==> src/rtl/pipe_hazard_unit_if.sv <==
// Decode/Execute hazard-control bundle for pipe_hazard_unit; perf counters exist only with HAZARD_PERF_CNT_EN.
// master = pipeline datapath side, slave = hazard unit side.
interface pipe_hazard_unit_if #(
  parameter int DATA_WIDTH     = 32,
  parameter int REG_ADDR_WIDTH = 5
);
  logic [REG_ADDR_WIDTH-1:0] rs1D;
  logic [REG_ADDR_WIDTH-1:0] rs2D;
  logic                      use_rs1D;
  logic                      use_rs2D;
  logic [REG_ADDR_WIDTH-1:0] rdD;
  logic                      RegWriteD;
  logic                      MEMReadD;
  logic                      validD;
  logic                      branch_takenE;

  logic                      stallF;
  logic                      stallD;
  logic                      flushD;
  logic                      flushE;
  logic [1:0]                fwdAE;
  logic [1:0]                fwdBE;
  logic [REG_ADDR_WIDTH-1:0] rdM;
  logic [REG_ADDR_WIDTH-1:0] rdW;
  logic                      RegWriteW;

`ifdef HAZARD_PERF_CNT_EN
  logic [DATA_WIDTH-1:0]     stall_cnt;
  logic [DATA_WIDTH-1:0]     flush_cnt;

  modport master (
    output rs1D, rs2D, use_rs1D, use_rs2D, rdD, RegWriteD, MEMReadD, validD, branch_takenE,
    input  stallF, stallD, flushD, flushE, fwdAE, fwdBE, rdM, rdW, RegWriteW,
    input  stall_cnt, flush_cnt
  );

  modport slave (
    input  rs1D, rs2D, use_rs1D, use_rs2D, rdD, RegWriteD, MEMReadD, validD, branch_takenE,
    output stallF, stallD, flushD, flushE, fwdAE, fwdBE, rdM, rdW, RegWriteW,
    output stall_cnt, flush_cnt
  );
`else
  // Counter width has no user when the counters are compiled out.
  logic unused_data_width;
  assign unused_data_width = (DATA_WIDTH > 0);

  modport master (
    output rs1D, rs2D, use_rs1D, use_rs2D, rdD, RegWriteD, MEMReadD, validD, branch_takenE,
    input  stallF, stallD, flushD, flushE, fwdAE, fwdBE, rdM, rdW, RegWriteW
  );

  modport slave (
    input  rs1D, rs2D, use_rs1D, use_rs2D, rdD, RegWriteD, MEMReadD, validD, branch_takenE,
    output stallF, stallD, flushD, flushE, fwdAE, fwdBE, rdM, rdW, RegWriteW
  );
`endif
endinterface

==> src/rtl/pipe_hazard_unit.sv <==
// Load-use stall, taken-branch flush and E-stage operand forwarding; HAZARD_PERF_CNT_EN adds stall/flush counters.
// Hazard/forward outputs are combinational (0 cycles); tags advance every edge, no backpressure beyond stallF/stallD.
module pipe_hazard_unit #(
  parameter int DATA_WIDTH     = 32,
  parameter int REG_ADDR_WIDTH = 5
) (
  input  logic             clk,
  input  logic             rst,
  pipe_hazard_unit_if.slave hz
);

  typedef struct packed {
    logic                      valid;
    logic [REG_ADDR_WIDTH-1:0] rd;
    logic                      regwrite;
    logic                      memread;
  } tag_t;

  typedef struct packed {
    tag_t                      t;
    logic [REG_ADDR_WIDTH-1:0] rs1;
    logic [REG_ADDR_WIDTH-1:0] rs2;
    logic                      use_rs1;
    logic                      use_rs2;
  } etag_t;

  etag_t e_q, e_d;
  tag_t  m_q, m_d;
  tag_t  w_q, w_d;

  logic lu;
  logic stall_f, stall_d, flush_d, flush_e;

  // A producer tag can only source a forward if it really writes a non-x0 register.
  function automatic logic writes_reg(input tag_t t, input logic [REG_ADDR_WIDTH-1:0] rs);
    return t.valid && t.regwrite && (t.rd != '0) && (t.rd == rs);
  endfunction

  function automatic logic [1:0] fwd_sel(
    input logic [REG_ADDR_WIDTH-1:0] rs,
    input logic                      use_rs,
    input tag_t                      m,
    input tag_t                      w
  );
    logic [1:0] sel;
    sel = 2'b00;
    if (use_rs && writes_reg(m, rs)) begin
      sel = 2'b10;
    end else if (use_rs && writes_reg(w, rs)) begin
      sel = 2'b01;
    end
    return sel;
  endfunction

  always_comb begin
    lu = e_q.t.valid && e_q.t.memread && (e_q.t.rd != '0) && hz.validD &&
         ((hz.use_rs1D && (hz.rs1D == e_q.t.rd)) ||
          (hz.use_rs2D && (hz.rs2D == e_q.t.rd)));
  end

  // A taken branch kills the Decode instruction anyway, so it overrides any load-use stall.
  always_comb begin
    stall_f = 1'b0;
    stall_d = 1'b0;
    flush_d = 1'b0;
    flush_e = 1'b0;
    if (hz.branch_takenE) begin
      flush_d = 1'b1;
      flush_e = 1'b1;
    end else if (lu) begin
      stall_f = 1'b1;
      stall_d = 1'b1;
      flush_e = 1'b1;
    end
  end

  always_comb begin
    e_d.t.valid    = hz.validD && !flush_e;
    e_d.t.rd       = hz.rdD;
    e_d.t.regwrite = hz.RegWriteD;
    e_d.t.memread  = hz.MEMReadD;
    e_d.rs1        = hz.rs1D;
    e_d.rs2        = hz.rs2D;
    e_d.use_rs1    = hz.use_rs1D;
    e_d.use_rs2    = hz.use_rs2D;
    m_d            = e_q.t;
    w_d            = m_q;
  end

  always_ff @(posedge clk or negedge rst) begin
    if (!rst) begin
      e_q <= '0;
      m_q <= '0;
      w_q <= '0;
    end else begin
      e_q <= e_d;
      m_q <= m_d;
      w_q <= w_d;
    end
  end

  assign hz.stallF    = stall_f;
  assign hz.stallD    = stall_d;
  assign hz.flushD    = flush_d;
  assign hz.flushE    = flush_e;
  assign hz.fwdAE     = fwd_sel(e_q.rs1, e_q.use_rs1, m_q, w_q);
  assign hz.fwdBE     = fwd_sel(e_q.rs2, e_q.use_rs2, m_q, w_q);
  assign hz.rdM       = m_q.rd;
  assign hz.rdW       = w_q.rd;
  assign hz.RegWriteW = w_q.valid && w_q.regwrite;

  // Load flags ride along to M/W for the datapath's benefit; hazard logic only needs E's.
  logic unused_tag_bits;
  assign unused_tag_bits = m_q.memread ^ w_q.memread;

`ifdef HAZARD_PERF_CNT_EN
  logic [DATA_WIDTH-1:0] stall_cnt_q, stall_cnt_d;
  logic [DATA_WIDTH-1:0] flush_cnt_q, flush_cnt_d;

  always_comb begin
    stall_cnt_d = stall_cnt_q;
    flush_cnt_d = flush_cnt_q;
    if (stall_d) begin
      stall_cnt_d = stall_cnt_q + 1'b1;
    end
    if (flush_d || flush_e) begin
      flush_cnt_d = flush_cnt_q + 1'b1;
    end
  end

  always_ff @(posedge clk or negedge rst) begin
    if (!rst) begin
      stall_cnt_q <= '0;
      flush_cnt_q <= '0;
    end else begin
      stall_cnt_q <= stall_cnt_d;
      flush_cnt_q <= flush_cnt_d;
    end
  end

  assign hz.stall_cnt = stall_cnt_q;
  assign hz.flush_cnt = flush_cnt_q;
`else
  logic unused_data_width;
  assign unused_data_width = (DATA_WIDTH > 0);
`endif

endmodule

==> src/flat_wrapper.sv <==
// flat-port wrapper written by rule: the top's interface ports become plain ports
module pipe_hazard_unit_flat 
#(
  parameter int DATA_WIDTH     = 32,
  parameter int REG_ADDR_WIDTH = 5
)
  (clk, rst, hz_rs1D, hz_rs2D, hz_use_rs1D, hz_use_rs2D, hz_rdD, hz_RegWriteD, hz_MEMReadD, hz_validD, hz_branch_takenE, hz_stallF, hz_stallD, hz_flushD, hz_flushE, hz_fwdAE, hz_fwdBE, hz_rdM, hz_rdW, hz_RegWriteW);
  pipe_hazard_unit_if #(.DATA_WIDTH(DATA_WIDTH), .REG_ADDR_WIDTH(REG_ADDR_WIDTH)) hz_i ();
  input  logic clk;
  input  logic rst;
  input wire logic [$bits(hz_i.rs1D)-1:0] hz_rs1D;
  input wire logic [$bits(hz_i.rs2D)-1:0] hz_rs2D;
  input wire logic [$bits(hz_i.use_rs1D)-1:0] hz_use_rs1D;
  input wire logic [$bits(hz_i.use_rs2D)-1:0] hz_use_rs2D;
  input wire logic [$bits(hz_i.rdD)-1:0] hz_rdD;
  input wire logic [$bits(hz_i.RegWriteD)-1:0] hz_RegWriteD;
  input wire logic [$bits(hz_i.MEMReadD)-1:0] hz_MEMReadD;
  input wire logic [$bits(hz_i.validD)-1:0] hz_validD;
  input wire logic [$bits(hz_i.branch_takenE)-1:0] hz_branch_takenE;
  output wire logic [$bits(hz_i.stallF)-1:0] hz_stallF;
  output wire logic [$bits(hz_i.stallD)-1:0] hz_stallD;
  output wire logic [$bits(hz_i.flushD)-1:0] hz_flushD;
  output wire logic [$bits(hz_i.flushE)-1:0] hz_flushE;
  output wire logic [$bits(hz_i.fwdAE)-1:0] hz_fwdAE;
  output wire logic [$bits(hz_i.fwdBE)-1:0] hz_fwdBE;
  output wire logic [$bits(hz_i.rdM)-1:0] hz_rdM;
  output wire logic [$bits(hz_i.rdW)-1:0] hz_rdW;
  output wire logic [$bits(hz_i.RegWriteW)-1:0] hz_RegWriteW;
  assign hz_i.rs1D = hz_rs1D;
  assign hz_i.rs2D = hz_rs2D;
  assign hz_i.use_rs1D = hz_use_rs1D;
  assign hz_i.use_rs2D = hz_use_rs2D;
  assign hz_i.rdD = hz_rdD;
  assign hz_i.RegWriteD = hz_RegWriteD;
  assign hz_i.MEMReadD = hz_MEMReadD;
  assign hz_i.validD = hz_validD;
  assign hz_i.branch_takenE = hz_branch_takenE;
  assign hz_stallF = hz_i.stallF;
  assign hz_stallD = hz_i.stallD;
  assign hz_flushD = hz_i.flushD;
  assign hz_flushE = hz_i.flushE;
  assign hz_fwdAE = hz_i.fwdAE;
  assign hz_fwdBE = hz_i.fwdBE;
  assign hz_rdM = hz_i.rdM;
  assign hz_rdW = hz_i.rdW;
  assign hz_RegWriteW = hz_i.RegWriteW;
  pipe_hazard_unit #(.DATA_WIDTH(DATA_WIDTH), .REG_ADDR_WIDTH(REG_ADDR_WIDTH)) u_core (.clk(clk), .rst(rst), .hz(hz_i));
endmodule
==> config.mk <==
export PLATFORM = sky130hd
export DESIGN_NAME = pipe_hazard_unit_flat
export DESIGN_NICKNAME = d
export VERILOG_FILES = /design/src/rtl/pipe_hazard_unit_if.sv /design/src/rtl/pipe_hazard_unit.sv /design/src/flat_wrapper.sv
export SDC_FILE = /design/constraint.sdc
export NUM_CORES = 1
export LEC_CHECK = 0
export CAP_MARGIN = 20
export CORE_MARGIN = 1
export CORE_UTILIZATION = 46
export DETAILED_ROUTE_END_ITERATION = 8
export PLACE_DENSITY = 0.79
export SKIP_CTS_REPAIR_TIMING = 1
export SLEW_MARGIN = 20
export SYNTH_ARGS = -nofsm -noshare
export SYNTH_HDL_FRONTEND = slang
export SYNTH_SLANG_ARGS = --single-unit
==> constraint.sdc <==
create_clock -name clk -period 1.8 [get_ports clk]
set_input_delay 0.36 -clock clk [delete_from_list [all_inputs] [get_ports clk]]
set_output_delay 0.36 -clock clk [all_outputs]
set_load 0.05 [all_outputs]
=== Yosys cells after proc, flatten, opt, wreduce, memory -nomap -nowiden ===
Cells that the tools add are included.
W data, S select, Z words.

* Register bits: 34
* Input port bits: 23
* Output and inout port bits: 19
* Logic and storage cells: 52

* Equality and inequality tests: 6
* Multiplexer cells: 8
* Reduce and logical (&&, ||, !) cells: 24

{| class="wikitable"
|+ Operators with widths
! operator !! count
|-
| $eq A5 B5 Y1 || 6
|-
| $logic_and A1 B1 Y1 || 19
|-
| $reduce_bool A5 Y1 || 3
|-
| $mux W1 || 6
|-
| $mux W2 || 2
|-
| $logic_not A1 Y1 || 1
|-
| $logic_or A1 B1 Y1 || 1
|}

=== Logic depth before layout (Yosys ltp) ===
* Depth in word-level cells: 8
* Mapped depth: 5

=== Worst setup path after synthesis ===
OpenSTA, ideal clock, no wires.

* Path type: register to output
* Start: register u_core.e_q[17] (netlist bit)
* End: output port hz_stallF
* Data arrival time: 2,508 ps
* Path slack: -1,068 ps
* Stages on the path, launching flop included: 6
* Path buffers: 1
* Cell sequence: dfrtp_1 -> xor2_1 -> nor4_1 -> a32oi_1 -> nor3_1 -> buf_4

* Word-level cells in the longest chain between the ends: 6
* Elaborated cells between the ends (all ways): 11
* Those cells by class: eq/ne (2); mux (2); reduce/logical (7)

{| class="wikitable"
|+ RTL lines
! element !! RTL line !! text
|-
| start: declaration || pipe_hazard_unit.sv:27 || <nowiki>etag_t e_q, e_d;</nowiki>
|-
| start signal: assignment || pipe_hazard_unit.sv:92 || <nowiki>e_q <= '0;</nowiki>
|-
| start signal: assignment || pipe_hazard_unit.sv:96 || <nowiki>e_q <= e_d;</nowiki>
|-
| $eq A5 B5 Y1, or another cell as far along || pipe_hazard_unit.sv:57 || <nowiki>((hz.use_rs1D && (hz.rs1D == e_q.t.rd)) ||</nowiki>
|-
| $logic_and A1 B1 Y1 (on tied branches) || pipe_hazard_unit.sv:57, pipe_hazard_unit.sv:56, pipe_hazard_unit.sv:58 ||
|-
| $logic_or A1 B1 Y1 or $logic_and A1 B1 Y1 (tied branches) || pipe_hazard_unit.sv:57, pipe_hazard_unit.sv:56 ||
|-
| $logic_and A1 B1 Y1 * || pipe_hazard_unit.sv:56 || <nowiki>lu = e_q.t.valid && e_q.t.memread && (e_q.t.rd != '0) && hz.validD &&</nowiki>
|-
| $mux W1 * (2 in a row) || - ||
|-
| end: declaration || flat_wrapper.sv:20 || <nowiki>output wire logic [$bits(hz_i.stallF)-1:0] hz_stallF;</nowiki>
|}

Mark *: on every way between the ends. The rest lies on a longest branch, timed or not.

=== Worst setup path after layout ===
* Start: register u_core.e_q[15] (netlist bit)
* End: output port hz_stallD

* Word-level cells in the longest chain between the ends: 6
* Elaborated cells between the ends (all ways): 11
* Those cells by class: eq/ne (2); mux (2); reduce/logical (7)

{| class="wikitable"
|+ RTL lines
! element !! RTL line !! text
|-
| $eq A5 B5 Y1, or another cell as far along || pipe_hazard_unit.sv:57 ||
|-
| $logic_and A1 B1 Y1 (on tied branches) || pipe_hazard_unit.sv:57, pipe_hazard_unit.sv:56, pipe_hazard_unit.sv:58 ||
|-
| $logic_or A1 B1 Y1 or $logic_and A1 B1 Y1 (tied branches) || pipe_hazard_unit.sv:57, pipe_hazard_unit.sv:56 ||
|-
| $logic_and A1 B1 Y1 * || pipe_hazard_unit.sv:56 ||
|-
| $mux W1 * || pipe_hazard_unit.sv:70 || <nowiki>end else if (lu) begin</nowiki>
|-
| $mux W1 * || pipe_hazard_unit.sv:67 || <nowiki>if (hz.branch_takenE) begin</nowiki>
|-
| end: declaration || flat_wrapper.sv:21 || <nowiki>output wire logic [$bits(hz_i.stallD)-1:0] hz_stallD;</nowiki>
|}

Marks and branches as above.

==> impl_results.md <==
* Status: finished with violations
* Failing checks: design-rule violations, negative setup slack
* Max Freq at ~420 MHz
* Slew @ Worst Pin at 0.404 ns
* Drt total wl at ~2700 microns
* Avg Synthesized Cell Area at about 13 sq um
* Setup violators final at 7
* Worst hold slack at around 0.19 ns
* Overflow after GRT at 0
* TritonRoute pass-1 iters at 6
* Critical path type: flop to output pin
* Pin count of the biggest net entering global routing at 35
* Top cells by count, synth: dfrtp_1 (34), xor2_1 (16), xnor2_1 (14)
* Max Root-Sink Buffers at 2
* RD Place Congestion at 0.803
* Final Hold Fails at 0
* Post-synth EDFFs at 0
* Area contributors post-synth: dfrtp_1 (61%), xor2_1 (10%), xnor2_1 (8.8%)
* Antenna viol nets, final at 0
* Reg2reg setup slack at about 0.26 ns
* Hold Path End: u_core.e_q[9]
* Leak at roughly 0.9 nW
* First-pass GRT wire length at between 4000 and 5000 microns
* Reg2reg end: u_core.e_q[19]
* Fillers at between 150 and 200
* Tot Pwr at between 1.5 and 2 mW
* CTS Buf Count at 5
* Port Buffers at 41
* Unique masters post-synth at 19
* Main synth FF type: dfrtp_1
* Clk_lat worst skew at ~0.33 ns
* CTS tree: built
* Die Height at 56.9 microns
* Pwr/cell area at approximately 880 nW/um^2
* Hold depth at 1
* Post-route DRC at 8
* Starting Density at 0.495
* Vias in the first global route at 971
* VDD IR max at 0.577 mV
* H-tree depth at 2
* Setup TNS at -3.46 ns
* Cell taking the most area after synthesis: dfrtp_1
* Relative slew margins at 0.731
* Clk root buf: clkbuf_4
* Setup crit start kind: flop
* Final period utilization at 1.31
* Io pins at 42
* WL/cell at 14.8 microns
* R2R depth at 4
* R2R Path Start: u_core.e_q[15]
* Synth Net Count at 126
* ANT cells at 0
* Most common cell in the synthesized netlist: dfrtp_1
* Full die area at 3240 sq um
* CP max FO at 3
* Syn Inst Count at 103
* Clock Skew at between 0.006 and 0.007 ns
* Synth Cell Area at around 1400 sq um
* Global router's overall resource usage at 0.190
* Hold_sp: hz_rs1D[2]
* Crit. End Element: output pin
* Place WS at -0.654 ns
* Number of synthesized register bits at 34
* Post-Route Utilization at 0.743
* Core box area at about 2800 sq um
* Ys Warns at 0
* Site Rows at 19
* Share of layout cells above drive strength 1 at 0.338
* Sequential area share after synthesis at 0.613
* Clock-pin slew on the worst setup and hold paths at ~0.1 ns
* Multi-input logic area at about 520 sq um
* Async S/R FF share, synth at 1.00
* Seq. cell area at roughly 850 sq um
* Tmin final at 2.36 ns
* Clk sinks at 34
* CP arrival at 2.00 ns
* Number of max-slew violations in the final report at 0
* Chip Width at 56.9 microns
* Worst hold path type: input port to flop
* Setup WS post-layout at -0.559 ns
* Synth top area share at 0.613
* Max Cap Violations at 0
* HPWL Detailed at 2080 microns
* Nets at ~180
* Drt initial violations at 17
* Mean number of vias per cell at about 5.0
* Area grow syn2layout at 50.0%
* Unrepaired setup endpoints after global routing: yes
* Worst Path Required at about 1.4 ns
* Via Count at 923
* Initial antenna violation count at 0
-- worst max-delay path by stage --
| stage | slack, ns | endpoint | cells past startpoint | startpoint |
|---|---|---|---|---|
| 2_1_floorplan | -0.33 | hz_stallF | 5 | u_core.e_q[17] |
| 5_1_grt | -0.67 | hz_stallD | 5 | u_core.e_q[15] |
| 3_5_place_dp | -0.65 | hz_stallD | 6 | hz_rs1D[3] |
| 4_1_cts | -0.66 | hz_stallD | 6 | hz_rs1D[3] |
| 3_3_place_gp | -0.61 | hz_stallD | 6 | hz_rs1D[3] |
| 6_report | -0.56 | hz_stallD | 5 | u_core.e_q[15] |
-- cells by family after synthesis --
family / share of synthesized area
and+or+nand+nor: 0.0901
xor gates and xnor gates: 0.189
DFF: 0.613
buffers and inverters: 0.0676
AOI/OAI and AO/OA: 0.0405
-- layout make-up --
type	count	area share
tap	31	0.0186
timing repair buffer	55	0.267
clock inverter	2	0.0288
sequential	34	0.408
clock buffer	6	0.0246
inverter	1	0.00180
multi-input combinational	56	0.251
-- state kept, by name, indices dropped and copies added, names as in the netlist --
signal / flops
u_core.w_q: 2
u_core.hz.rdW: 5
u_core.e_q: 20
u_core.m_q: 2
u_core.hz.rdM: 5
-- worst max-delay path: stages, from the launching register on --
cell and delay (ns):
dfrtp_1 0.44, xor2_1 0.17, nor4_2 0.35, a32oi_2 0.22, nor3_4 0.31, buf_12 0.18
-- cell usage in the layout (no fill, tap or decap), drive strengths merged --
cell type,count
o211ai,1
xor2,16
or4,3
inv,1
nand4,2
nor4,4
nor3,5
o211a,1
dlymetal6s2s,2
nand2,2
clkbuf,6
a32oi,1
xnor2,14
bufinv,2
and2,2
buf,33
clkdlybuf4s50,20
o21ai,2
nand3,2
o2111ai,1
dfrtp,34
-- stage by stage --
step / instances / area [sq um]
final: 185 / 2080
after global placement: 175 / 1900
after CTS: 183 / 2010
after floorplan: 103 / 1430
after global routing: 185 / 2080
after detailed placement: 175 / 1900
-- routing by layer --
layer | up-vias | global-route usage | wire length, microns
met2 | 35 | 0.326 | 1490
met3 | 7 | 0.0680 | 163
met4 | 0 | 0.0836 | 55
li1 | 437 | - | -
met1 | 444 | 0.215 | 1030
met5 | - | 0 | 0
-- report_power, final --
part / internal [mW] / leakage (nW) / switching (mW) / total, mW
Combinational: 0.130 / 0.467 / 0.139 / 0.269
Sequential: 0.802 / 0.400 / 0.0376 / 0.840
Clock: 0.470 / 0.0585 / 0.250 / 0.720
Note: power is estimated with default switching activity, not from simulation.
